$ cat src/rtl/spi_slave_responder.sv
// SPI responder that oversamples ss/sclk/mosi in the wb_clk_i domain and shifts
// one DATA_W-bit word each way per frame, using a one-entry transmit holding buffer.
module spi_slave_responder #(
  parameter int unsigned       DATA_W    = 8,
  parameter bit                CPOL      = 1'b0,
  parameter bit                CPHA      = 1'b0,
  parameter bit                MSB_FIRST = 1'b1,
  parameter logic [DATA_W-1:0] IDLE_WORD = '1
) (
  input  logic              wb_clk_i,
  input  logic              wb_rst_i,
  input  logic              ss_pad_i,
  input  logic              sclk_pad_i,
  input  logic              mosi_pad_i,
  output logic              miso_pad_o,
  output logic              miso_oe_o,
  input  logic [DATA_W-1:0] tx_data_i,
  input  logic              tx_valid_i,
  output logic              tx_ready_o,
  output logic [DATA_W-1:0] rx_data_o,
  output logic              rx_valid_o,
  output logic              busy_o,
  output logic              tx_underrun_o,
  output logic              frame_abort_o
);

  localparam int unsigned      CNT_W    = $clog2(DATA_W + 1);
  localparam logic [CNT_W-1:0] LAST_BIT = CNT_W'(DATA_W - 1);

  typedef enum logic [1:0] {ST_IDLE, ST_LOAD, ST_SHIFT} state_e;

  state_e            state_q, state_d;
  logic [2:0]        ss_q, sclk_q;
  logic [1:0]        mosi_q;
  logic              buf_full_q;
  logic [DATA_W-1:0] buf_q, tx_sh_q, rx_sh_q, rx_data_q;
  logic [CNT_W-1:0]  cnt_q;
  logic              miso_q, rx_valid_q;

  function automatic logic first_bit(input logic [DATA_W-1:0] w);
    return MSB_FIRST ? w[DATA_W-1] : w[0];
  endfunction

  function automatic logic [DATA_W-1:0] shift_out(input logic [DATA_W-1:0] w);
    return MSB_FIRST ? (w << 1) : (w >> 1);
  endfunction

  // [0],[1] synchronize; [2] is the history flop used for edge detection
  always_ff @(posedge wb_clk_i) begin
    if (wb_rst_i) begin
      ss_q   <= 3'b111;
      sclk_q <= {3{CPOL}};
      mosi_q <= '0;
    end else begin
      ss_q   <= {ss_q[1:0], ss_pad_i};
      sclk_q <= {sclk_q[1:0], sclk_pad_i};
      mosi_q <= {mosi_q[0], mosi_pad_i};
    end
  end

  logic ss_s, ss_fall, sclk_rise, sclk_fall, lead_edge, trail_edge, sample_edge, launch_edge;
  logic in_shift, word_done, sample_ok, do_launch;
  logic [DATA_W-1:0] rx_next, load_word;

  assign ss_s        = ss_q[1];
  assign ss_fall     = ss_q[2] & ~ss_q[1];
  assign sclk_rise   = sclk_q[1] & ~sclk_q[2];
  assign sclk_fall   = ~sclk_q[1] & sclk_q[2];
  assign lead_edge   = CPOL ? sclk_fall : sclk_rise;
  assign trail_edge  = CPOL ? sclk_rise : sclk_fall;
  assign sample_edge = CPHA ? trail_edge : lead_edge;
  assign launch_edge = CPHA ? lead_edge : trail_edge;

  assign in_shift  = (state_q == ST_SHIFT);
  // A deselect coinciding with the final sample still completes the word
  assign word_done = in_shift && sample_edge && (cnt_q == LAST_BIT);
  assign sample_ok = in_shift && sample_edge && (!ss_s || cnt_q == LAST_BIT);
  assign do_launch = in_shift && launch_edge && !ss_s && (CPHA || cnt_q != '0);
  assign rx_next   = MSB_FIRST ? DATA_W'({rx_sh_q, mosi_q[1]})
                               : DATA_W'({mosi_q[1], rx_sh_q} >> 1);
  assign load_word = buf_full_q ? buf_q : IDLE_WORD;

  always_ff @(posedge wb_clk_i) begin
    if (wb_rst_i) state_q <= ST_IDLE;
    else          state_q <= state_d;
  end

  always_comb begin
    state_d = state_q;
    case (state_q)
      ST_IDLE:  if (ss_fall) state_d = ST_LOAD;
      ST_LOAD:  state_d = ST_SHIFT;
      ST_SHIFT: begin
        if (word_done)  state_d = ss_s ? ST_IDLE : ST_LOAD;
        else if (ss_s)  state_d = ST_IDLE;
      end
      default:  state_d = ST_IDLE;
    endcase
  end

  always_comb begin
    miso_oe_o     = (state_q != ST_IDLE);
    tx_underrun_o = (state_q == ST_LOAD) && !buf_full_q && !wb_rst_i;
    frame_abort_o = in_shift && ss_s && !word_done && (cnt_q != '0) && !wb_rst_i;
  end

  always_ff @(posedge wb_clk_i) begin
    if (wb_rst_i) begin
      buf_full_q <= 1'b0;
      buf_q      <= '0;
    end else if (state_q == ST_LOAD && buf_full_q) begin
      buf_full_q <= 1'b0;
    end else if (tx_valid_i && !buf_full_q) begin
      buf_full_q <= 1'b1;
      buf_q      <= tx_data_i;
    end
  end

  always_ff @(posedge wb_clk_i) begin
    if (wb_rst_i) begin
      tx_sh_q    <= '0;
      rx_sh_q    <= '0;
      rx_data_q  <= '0;
      rx_valid_q <= 1'b0;
      cnt_q      <= '0;
      miso_q     <= 1'b0;
    end else begin
      rx_valid_q <= 1'b0;
      case (state_q)
        ST_LOAD: begin
          cnt_q <= '0;
          if (CPHA) begin
            tx_sh_q <= load_word;
          end else begin
            miso_q  <= first_bit(load_word);
            tx_sh_q <= shift_out(load_word);
          end
        end
        ST_SHIFT: begin
          if (sample_ok) begin
            rx_sh_q <= rx_next;
            cnt_q   <= cnt_q + CNT_W'(1);
          end
          if (word_done) begin
            rx_data_q  <= rx_next;
            rx_valid_q <= 1'b1;
            cnt_q      <= '0;
          end else if (ss_s) begin
            cnt_q <= '0;
          end
          if (do_launch) begin
            miso_q  <= first_bit(tx_sh_q);
            tx_sh_q <= shift_out(tx_sh_q);
          end
        end
        default: cnt_q <= '0;
      endcase
    end
  end

  assign miso_pad_o = miso_q;
  assign tx_ready_o = ~buf_full_q;
  assign rx_data_o  = rx_data_q;
  assign rx_valid_o = rx_valid_q;
  assign busy_o     = ~ss_s;

endmodule

$ cat config.mk
export PLATFORM = sky130hd
export DESIGN_NAME = spi_slave_responder
export DESIGN_NICKNAME = d
export VERILOG_FILES = /design/src/rtl/spi_slave_responder.sv
export SDC_FILE = /design/constraint.sdc
export NUM_CORES = 1
export LEC_CHECK = 0
export ABC_AREA = 1
export BUFFER_PORTS_ARGS = -buffer_cell sky130_fd_sc_hd__clkbuf_2
export CAP_MARGIN = 0
export CORE_MARGIN = 3
export CORE_UTILIZATION = 55
export DETAILED_ROUTE_END_ITERATION = 8
export PLACE_DENSITY_LB_ADDON = 0.08
export SYNTH_ARGS = -nofsm -noshare
export SYNTH_HDL_FRONTEND = slang
export SYNTH_SLANG_ARGS = --single-unit
$ cat constraint.sdc
create_clock -name wb_clk_i -period 1.5 [get_ports wb_clk_i]
set_input_delay 0.075 -clock wb_clk_i [delete_from_list [all_inputs] [get_ports wb_clk_i]]
set_output_delay 0.075 -clock wb_clk_i [all_outputs]
set_load 0.01 [all_outputs]
==> impl_metrics.toml <==
[synthesis]
ys_top_cells_by_count = "nor2_1, dfxtp_1, nand2_1, o21ai_0, inv_1"
syn_inst = 256
yosysWarnings = 0
synth_cell_types = 25
ys_ff_latch = 47
synth-seq-area-share_pct = 48.7
postSynthNetCount = 272
yosys-top-cells-area = "dfxtp_1, nor2_1, o21ai_0"
synth_edf_count = 0
postSynthAreaPerCell_um2 = 7.54
synthFlopType = "dfxtp_1"
synth_area_um2 = 1930
yosys.area.top_type = "dfxtp_1"
synth_top_cell_area_share_pct = 48.7
post-synth-top-count-cell = "nor2_1"
async_reset_ff_share_pct = 0

[detailed_routing]
totalWireLength_um = 4030
initialDrtViolationCount = 128
drcViolationCount = 0
routed-via-count = 1714
antenna_left = 0
vias_per_cell = 4.94
wire_per_inst_um = 11.6
firstDrtPassIters = 4

[sta]
timing.slew.headroom_pct = 82.4
max_freq_mhz = 700
worst_pin_slew_ns = 0.261
slew_viol_final = 0
fin_skew_ns = 0.00458
period_share_pct = 95.2
setup_violations = 0
fin_ws_ns = 0.0720
period_needed_ns = 1.43
final_hold_viol_count = 0

[run_status]
status = "finished clean"

[placed_design]
placed_area_um2 = 2100
hpwl_um = 2600
gp_congestion = 0.860
dp_slack_ns = 0.114
port-buffer-count = 28

[layout]
syn_to_final_growth_pct = 23.8
drive_above_1_share_pct = 24.1
fillers = 277
postLayoutCellArea_um2 = 2390
antenna_cells = 0
nets = 318

[floorplan]
die-area_um2 = 4260
start_util_pct = 60.3
core.rowCount = 20
fp.coreArea_um2 = 3200
io_pins = 29
die_h_um = 65.2
die_w_um = 65.2

[power]
p_sw_uw = 574
powerDensity_nw_per_um2 = 997
switching_share_pct = 24.1
comb_power_share_pct = 11.3
p_leak_uw = 0.00111
clock_power_share_pct = 33.0
seqPwrFrac_pct = 55.7
p_int_uw = 1810
ir_drop_mv = 0.678

[clocking]
insertion_delay_ns = 0.37
htreeDepth = 2
cts_buffer_depth = 2
path_clk_slew_ns = 0.13
cts_buffers = 5
cts_sinks = 47
root_buffer = "clkbuf_4"
cts_tree = "done"

[global_routing]
grt_max_degree = 20
overflow = 0
grt_pass1_wl_um = 7070
grt_usage_pct = 21.4
first_global_vias = 1695
antenna_found_initial = 0

[worst_setup_path]
cp-start-kind = "flop"
critPathArrivalTime_ns = 1.35
setup.worst_path.end_class = "output pin"
critical_path_class = "flop to output pin"
cp_data_required_time_ns = 1.42
cp_max_fo = 3

[flow_run]
maxCapViolations = 0

[worst_hold_path]
hold_class = "input port to flop"
power by group through the flow:
stage | Sequential, µW | Clock, µW | Combinational [µW]
2_1_floorplan | 1350 | 0 | 173
3_3_place_gp | 1360 | 0 | 236
3_5_place_dp | 1360 | 0 | 241
4_1_cts | 1330 | 811 | 267
5_1_grt | 1340 | 853 | 310
6_report | 1330 | 786 | 270
worst max-delay path, cell delays in order (launching register included):
cell     delay, ns
dfxtp_4       0.38
ha_4          0.16
nand3_2       0.07
inv_2         0.05
nand2_4       0.05
nand3_2       0.06
nor2_1        0.09
buf_2         0.13
routing by layer:
metal	global-route usage (%)	wire, µm
met5	0	0
met4	13.7	140
met3	4.27	109
met2	36.2	2020
met1	24.5	1760
logic make-up after synthesis:
| kind of cell | Yosys count | share of synthesized area [%] |
|---|---|---|
| AOI/OAI and AO/OA | 46 | 11.9 |
| xor gates and xnor gates | 1 | 0.454 |
| adders and majority gates | 2 | 1.30 |
| buffers and inverters | 36 | 8.62 |
| DFF | 47 | 48.7 |
| and+or+nand+nor | 124 | 29.0 |
layout make-up:
type / instances / area, µm² / share of cell area [%]
sequential: 47 / 955 / 39.9
multi-input combinational: 173 / 876 / 36.6
timing repair buffer: 48 / 318 / 13.3
clock buffer: 6 / 51.3 / 2.15
inverter: 27 / 101 / 4.24
clock inverter: 2 / 35.0 / 1.47
tap: 44 / 55.1 / 2.30
layout by cell type, fill, tap and decap left out, drive strengths merged:
master | netlist | final
or2 | 2 | 2
dlygate4sd3 | 0 | 11
clkbuf | 5 | 33
dfxtp | 47 | 47
buf | 4 | 10
clkinv | 1 | 2
nand3 | 24 | 24
nand2 | 44 | 44
xor2 | 1 | 1
bufinv | 0 | 1
o21ai | 32 | 32
a21oi | 14 | 14
nor2 | 52 | 52
inv | 26 | 26
nand4 | 1 | 1
nor3 | 1 | 1
ha | 2 | 2
per-stage QoR:
step                       TNS, ns  util [%]  power [µW]  hold WS, ns  cells
after floorplan                  0         -        1530        0.166    256
after global placement           0      65.5        1590        0.259    324
after detailed placement         0      65.5        1600        0.268    324
after CTS                 -0.00100      72.7        2410       0.0476    346
after global routing      -0.00785      74.6        2500       0.0861    347
final                            0      74.6        2380       0.0642    347
what timing repair did:
item	in CTS	in global routing
resized for setup	5	18
endpoints found under the setup margin	2	3
endpoints found under the hold margin	11	0
hold buffers	11	0
pin swaps	2	3
buffers inserted	3	1
sequential cells by signal, indices dropped and copies added (netlist names), 2 cells and up:
name,flops
buf_q,8
cnt_q,4
mosi_q,2
rx_data_o,8
rx_sh_q,7
sclk_q,3
ss_q,3
state_q,2
tx_sh_q,7
worst paths after layout:
check	slack [ns]	cells past startpoint	startpoint	to
worst max-delay path	0.07	7	cnt_q[0]	frame_abort_o
worst min-delay path	0.06	3	wb_rst_i	buf_full_q
worst max register to register	0.18	7	cnt_q[0]	cnt_q[1]
worst min register to register	0.42	2	sclk_q[0]	sclk_q[1]
No activity file was read; power rests on OpenSTA's default activity.
